[src/rtl/rsc_decoder_pkg.sv]
// Shared definitions for the 8-state LTE constituent RSC code: block sizes,
// decoder FSM encodings and the polynomial taps also used by the encoder.
package rsc_pkg;

    localparam int unsigned K_SMALL  = 1056;
    localparam int unsigned K_LARGE  = 6144;
    localparam int unsigned TAIL_LEN = 3;
    localparam int unsigned CNT_W    = 13;

    localparam logic [1:0] S_IDLE = 2'd0;
    localparam logic [1:0] S_DATA = 2'd1;
    localparam logic [1:0] S_TAIL = 2'd2;
    localparam logic [1:0] S_DONE = 2'd3;

    // Tap masks over the state vector {q2,q1,q0}; bit 0 is q0 (the D term).
    // g0 = 1+D^2+D^3 feedback uses q1,q2; g1 = 1+D+D^3 parity uses q0,q2.
    localparam logic [2:0] FB_TAPS  = 3'b110;
    localparam logic [2:0] PAR_TAPS = 3'b101;

    function automatic logic tap_xor(input logic [2:0] st, input logic [2:0] taps);
        return ^(st & taps);
    endfunction

endpackage

[src/rtl/rsc_decoder_trellis.sv]
// 3-bit RSC trellis register with clear and data/tail mode; produces the
// next state, the expected parity bit and the expected tail systematic bit.
module rsc_trellis (
    input  logic       clk,
    input  logic       aclr,
    input  logic       clear,
    input  logic       advance,
    input  logic       tail_mode,
    input  logic       xk,
    output logic [2:0] next_state,
    output logic       exp_z,
    output logic       exp_x_tail
);
    import rsc_pkg::*;

    logic [2:0] st;
    logic       fb;
    logic       s;

    always_comb begin
        fb         = tap_xor(st, FB_TAPS);
        exp_x_tail = fb;
        // In tail mode the systematic bit cancels the feedback, so s is 0.
        s          = tail_mode ? 1'b0 : (xk ^ fb);
        exp_z      = s ^ tap_xor(st, PAR_TAPS);
        next_state = {st[1], st[0], s};
    end

    always_ff @(posedge clk or posedge aclr) begin
        if (aclr) begin
            st <= '0;
        end else if (clear) begin
            st <= '0;
        end else if (advance) begin
            st <= next_state;
        end
    end

endmodule

[src/rtl/rsc_decoder.sv]
// Hard-decision RSC decoder/checker: forwards systematic data bits, counts
// parity mismatches over data and tail, and verifies trellis termination.
module rsc_decoder #(
    parameter int unsigned K_SMALL  = rsc_pkg::K_SMALL,
    parameter int unsigned K_LARGE  = rsc_pkg::K_LARGE,
    parameter int unsigned TAIL_LEN = rsc_pkg::TAIL_LEN
) (
    input  logic        clk,
    input  logic        aclr,
    input  logic        start,
    input  logic        K,
    input  logic        in_valid,
    input  logic        xk,
    input  logic        zk,
    output logic        dk,
    output logic        dk_valid,
    output logic        parity_err,
    output logic        busy,
    output logic        done,
    output logic [12:0] err_count,
    output logic        tail_ok
);
    import rsc_pkg::*;

    logic [1:0]       state;
    logic [CNT_W-1:0] bit_cnt;
    logic [CNT_W-1:0] blk_len;
    logic             in_data;
    logic             in_tail;
    logic             accept;
    logic             mism;
    logic             last_data;
    logic             last_tail;
    logic [2:0]       nxt_st;
    logic             exp_z;
    logic             exp_x_tail;

    rsc_trellis u_trellis (
        .clk       (clk),
        .aclr      (aclr),
        .clear     (start),
        .advance   (accept),
        .tail_mode (in_tail),
        .xk        (xk),
        .next_state(nxt_st),
        .exp_z     (exp_z),
        .exp_x_tail(exp_x_tail)
    );

    always_comb begin
        in_data   = (state == S_DATA);
        in_tail   = (state == S_TAIL);
        accept    = in_valid & (in_data | in_tail) & ~start;
        mism      = zk ^ exp_z;
        last_data = (bit_cnt == blk_len - 1'b1);
        last_tail = (bit_cnt == CNT_W'(TAIL_LEN - 1));
        busy      = in_data | in_tail;
        done      = (state == S_DONE);
    end

    always_ff @(posedge clk or posedge aclr) begin
        if (aclr) begin
            state      <= S_IDLE;
            bit_cnt    <= '0;
            blk_len    <= '0;
            err_count  <= '0;
            tail_ok    <= 1'b0;
            dk         <= 1'b0;
            dk_valid   <= 1'b0;
            parity_err <= 1'b0;
        end else begin
            dk_valid   <= 1'b0;
            parity_err <= 1'b0;
            if (start) begin
                // Restart from any state, including abort of a running block.
                state     <= S_DATA;
                blk_len   <= K ? CNT_W'(K_LARGE) : CNT_W'(K_SMALL);
                bit_cnt   <= '0;
                err_count <= '0;
                tail_ok   <= 1'b1;
            end else begin
                case (state)
                    S_DATA: begin
                        if (accept) begin
                            dk         <= xk;
                            dk_valid   <= 1'b1;
                            parity_err <= mism;
                            err_count  <= err_count + {{(CNT_W-1){1'b0}}, mism};
                            if (last_data) begin
                                state   <= S_TAIL;
                                bit_cnt <= '0;
                            end else begin
                                bit_cnt <= bit_cnt + 1'b1;
                            end
                        end
                    end
                    S_TAIL: begin
                        if (accept) begin
                            parity_err <= mism;
                            err_count  <= err_count + {{(CNT_W-1){1'b0}}, mism};
                            if (xk != exp_x_tail) begin
                                tail_ok <= 1'b0;
                            end
                            if (last_tail) begin
                                state   <= S_DONE;
                                bit_cnt <= '0;
                                if (nxt_st != 3'b000) begin
                                    tail_ok <= 1'b0;
                                end
                            end else begin
                                bit_cnt <= bit_cnt + 1'b1;
                            end
                        end
                    end
                    S_DONE:  state <= S_IDLE;
                    default: state <= S_IDLE;
                endcase
            end
        end
    end

endmodule

[config.mk]
export PLATFORM = sky130hd
export DESIGN_NAME = rsc_decoder
export DESIGN_NICKNAME = d
export VERILOG_FILES = /design/src/rtl/rsc_decoder_pkg.sv /design/src/rtl/rsc_decoder_trellis.sv /design/src/rtl/rsc_decoder.sv
export SDC_FILE = /design/constraint.sdc
export NUM_CORES = 1
export LEC_CHECK = 0
export ABC_AREA = 1
export ABC_CLOCK_PERIOD_IN_PS = 2500
export BUFFER_PORTS_ARGS = -buffer_cell sky130_fd_sc_hd__buf_4
export CELL_PAD_IN_SITES_DETAIL_PLACEMENT = 0
export CELL_PAD_IN_SITES_GLOBAL_PLACEMENT = 2
export CORE_MARGIN = 2
export CORE_UTILIZATION = 29
export DETAILED_ROUTE_END_ITERATION = 8
export HOLD_SLACK_MARGIN = 0.08
export PLACE_DENSITY = 0.75
export SLEW_MARGIN = 25
export SYNTH_ARGS = -nofsm -noshare
export SYNTH_HDL_FRONTEND = slang
export SYNTH_HIERARCHICAL = 1
export SYNTH_SLANG_ARGS = --single-unit
[constraint.sdc]
create_clock -name clk -period 2.5 [get_ports clk]
set_input_delay 0.25 -clock clk [delete_from_list [all_inputs] [get_ports clk]]
set_output_delay 0.25 -clock clk [all_outputs]
set_load 0.05 [all_outputs]
==> flow_metrics.env <==
export IMPL_grt_usage_pct=14.01
export IMPL_path_class="reg2reg"
export IMPL_grt_start_max_net_pins=35
export IMPL_drt_wirelength_per_cell_um=12.62
export IMPL_cts_sinks=37
export IMPL_ys_types=35
export IMPL_tritoncts="built"
export IMPL_min_delay_path_class="in2reg"
export IMPL_worst_setup_path_start_kind="register"
export IMPL_grt_pass1_vias=1973
export IMPL_vias_per_cell=4.524
export IMPL_tns_ps=0
export IMPL_synth_area_leaders="dfrtp_1 (39%), nand2_1 (9.8%), inv_1 (7.1%)"
export IMPL_clkPwrFrac_pct=22.5
export IMPL_antenna_found_initial=0
export IMPL_cp_slowest_cell="dfrtp_2"
export IMPL_yosysSeqAreaShare_pct=39.07
export IMPL_start_util_pct=30.35
export IMPL_reg2reg_to="err_count[8]"
export IMPL_period_share_pct=91.62
export IMPL_yosysTopAreaCell="dfrtp_1"
export IMPL_power_density_nw_per_um2=680.5
export IMPL_worstHoldStart="K"
export IMPL_sw_frac_of_total_pct=42.66
export IMPL_drt_iter0_markers=80
export IMPL_clk_latency_ps=300
export IMPL_max_freq_mhz=436.6
export IMPL_synth_main_ff_cell="dfrtp_1"
export IMPL_min_to="blk_len[11]"
export IMPL_crit_chain="inv_2 -> nand2_2 -> nand3b_4 -> nand3_4 -> nand2_1 -> nand2_1 -> inv_1 -> or2_4 -> nand2_2 -> ha_4 -> ha_4 -> inv_1 -> nor3_2 -> nand2_1 -> nor2_2 -> inv_2 -> nor3_1 -> nor2_1"
export IMPL_dr_pass1_iters=4
export IMPL_reg2reg_from="u_trellis/st[1]"
export IMPL_die_area_um2=8910
export IMPL_holdWs_ps=183.4
export IMPL_drive_gt1_share_pct=25.00
export IMPL_clk_path_buf_depth=2
export IMPL_grt_pass1_wl_um=9653
export IMPL_status="complete, no violations"
export IMPL_vias=2036
export IMPL_slowest_delay_ps=420
export IMPL_clk_pin_slew_ps=90
export IMPL_die_w_um=94.40
export IMPL_port_buffers=25
export IMPL_crit_required_ps=2690
export IMPL_synth_top_area_share_pct=39.07
export IMPL_cp_end_kind="register"
export IMPL_p_total_uw=1955
export IMPL_drc=0
export IMPL_crit_arrival_ps=2480
export IMPL_ys_ff_latch=37
export IMPL_p_comb_share_pct=40.5
export IMPL_grt_overflow=0
export IMPL_layout_common_cells="nand2_1 (59), inv_1 (43), nor2_1 (36)"
export IMPL_h_tree_depth=2
export IMPL_final_nets=362
export IMPL_root_buffer="clkbuf_8"
export IMPL_fp_dieH_um=94.40
export IMPL_rsz0062_at_grt="false"
export IMPL_period_minus_slack_ps=2290
export IMPL_hold_path_depth=3
export IMPL_num_rows=32
export IMPL_layout_commonest_cell="nand2_1"
export IMPL_internal_power_uw=1121
export IMPL_area_growth_synth_to_final_pct=21.23
export IMPL_synthCells=313
export IMPL_drv_cap=0
export IMPL_crit_path_frequent_cell="nand2_1"
export IMPL_pin_count=26
export IMPL_n_antenna_cell=0
export IMPL_ys_warn_count=6
export IMPL_reg2reg_slack_ps=210
export IMPL_maxSlewViolCount=0
export IMPL_async_flop_share_pct=100.0
export IMPL_hpwl_um=4167
export IMPL_synth_net_count=328
export IMPL_synth_area_um2=2370
export IMPL_synth_edf_count=0
export IMPL_fin_worst_skew_ps=4.700
export IMPL_worstPathMaxFanout=5
export IMPL_r2r_cells=18
export IMPL_wl_um=5679
export IMPL_worst_slew_pin_slew_ps=468.5
export IMPL_peakVddDrop_mv=0.5498
export IMPL_synth_avg_cell_area_um2=7.571
export IMPL_final_hold_violation_count=0
export IMPL_cts_buffers=5
export IMPL_sequentialPowerShare_pct=37.1
export IMPL_routabilityCongestion=0.7588
export IMPL_antenna_left=0
export IMPL_power_switching_uw=834.0
export IMPL_power_leakage_uw=0.001400
export IMPL_core_area_um2=7807
export IMPL_relSlewSlack_pct=68.76
export IMPL_setup_viol=0
[cell type report]
class | instances | area, um^2
fill | 849 | 4935
multi-input combinational | 218 | 1281
sequential | 37 | 928.4
timing repair buffer | 34 | 257.7
inverter | 51 | 191.4
tap | 102 | 127.6
clock buffer | 5 | 68.82
clock inverter | 3 | 17.52
[power by group through the flow]
stage               Combinational [uW]  Sequential [uW]  Clock [uW]
finish                             791              725         439
global placement                   740              732           0
global route                       885              734         485
floorplan                          489              799           0
CTS                                744              723         455
detailed placement                 741              732           0
[synth_stat cells, types with 2 or more instances]
library cell / count
a31oi_1: 2
ha_1: 8
nand4_1: 6
nor2_1: 36
buf_6: 2
nor3_1: 8
o21ai_0: 11
nor2_2: 3
dfrtp_1: 37
o21ai_1: 5
o21ai_2: 2
nand2_1: 62
nand2_2: 6
nand3_1: 28
nand2_4: 2
nand3_2: 3
o21a_1: 2
nor2_4: 2
buf_4: 4
inv_1: 45
inv_2: 6
xnor2_1: 4
a21oi_1: 17
[per-layer routing]
layer | wire (um) | track usage [%] | up-vias
met2 | 2559 | 21.96 | 26
li1 | - | - | 1072
met5 | 0 | 0 | -
met4 | 79 | 5.072 | 0
met1 | 2865 | 19.22 | 934
met3 | 175 | 2.793 | 4
[repair_timing]
action / CTS / global route
endpoints found under the hold margin: 3 / 0
setup buffers: 0 / 4
setup endpoints to repair: 0 / 7
hold buffers: 1 / 0
resized for setup: 0 / 20
[stage by stage]
| stage | instances | area [um^2] | utilization (%) | worst slack (ps) |
|---|---|---|---|---|
| 2_1_floorplan | 313 | 2370 | - | 165.2 |
| 3_3_place_gp | 437 | 2658 | 34.04 | 126.4 |
| 3_5_place_dp | 437 | 2658 | 34.04 | 78.57 |
| 4_1_cts | 446 | 2754 | 35.27 | 65.29 |
| 5_1_grt | 450 | 2873 | 36.79 | 28.05 |
| 6_report | 450 | 2873 | 36.79 | 209.6 |
[critical path, delay by kind of cell, from the launching register on]
| kind | cells | cell delay [ps] |
|---|---|---|
| simple gates | 12 | 1280 |
| flops | 1 | 420 |
| fa+ha+maj | 2 | 270 |
| buf+inv | 4 | 220 |
[worst max path at each step]
stage / start / to / slack (ps) / cells after the start
after floorplan: state[0] / err_count[8] / 170 / 18
after global placement: u_trellis/st[1] / err_count[8] / 130 / 18
after detailed placement: state[0] / err_count[8] / 80 / 17
after CTS: state[0] / err_count[8] / 70 / 17
after global routing: u_trellis/st[1] / err_count[11] / 30 / 18
final: u_trellis/st[1] / err_count[8] / 210 / 18
[registers in the layout, indices dropped and copies added (netlist names)]
signal,flops
state,2
tail_ok,1
blk_len,2
err_count,13
dk,1
bit_cnt,13
u_trellis/st,3
dk_valid,1
parity_err,1
[cell families after synthesis]
logic type | Yosys count | share of synthesized area [%]
fa+ha+maj | 8 | 4.224
compound gates | 40 | 9.239
xor+xnor | 4 | 1.478
simple gates | 165 | 35.01
buf+inv | 58 | 10.51
flops | 37 | 39.07
mux | 1 | 0.4752
(Power assumes the default switching activity.)
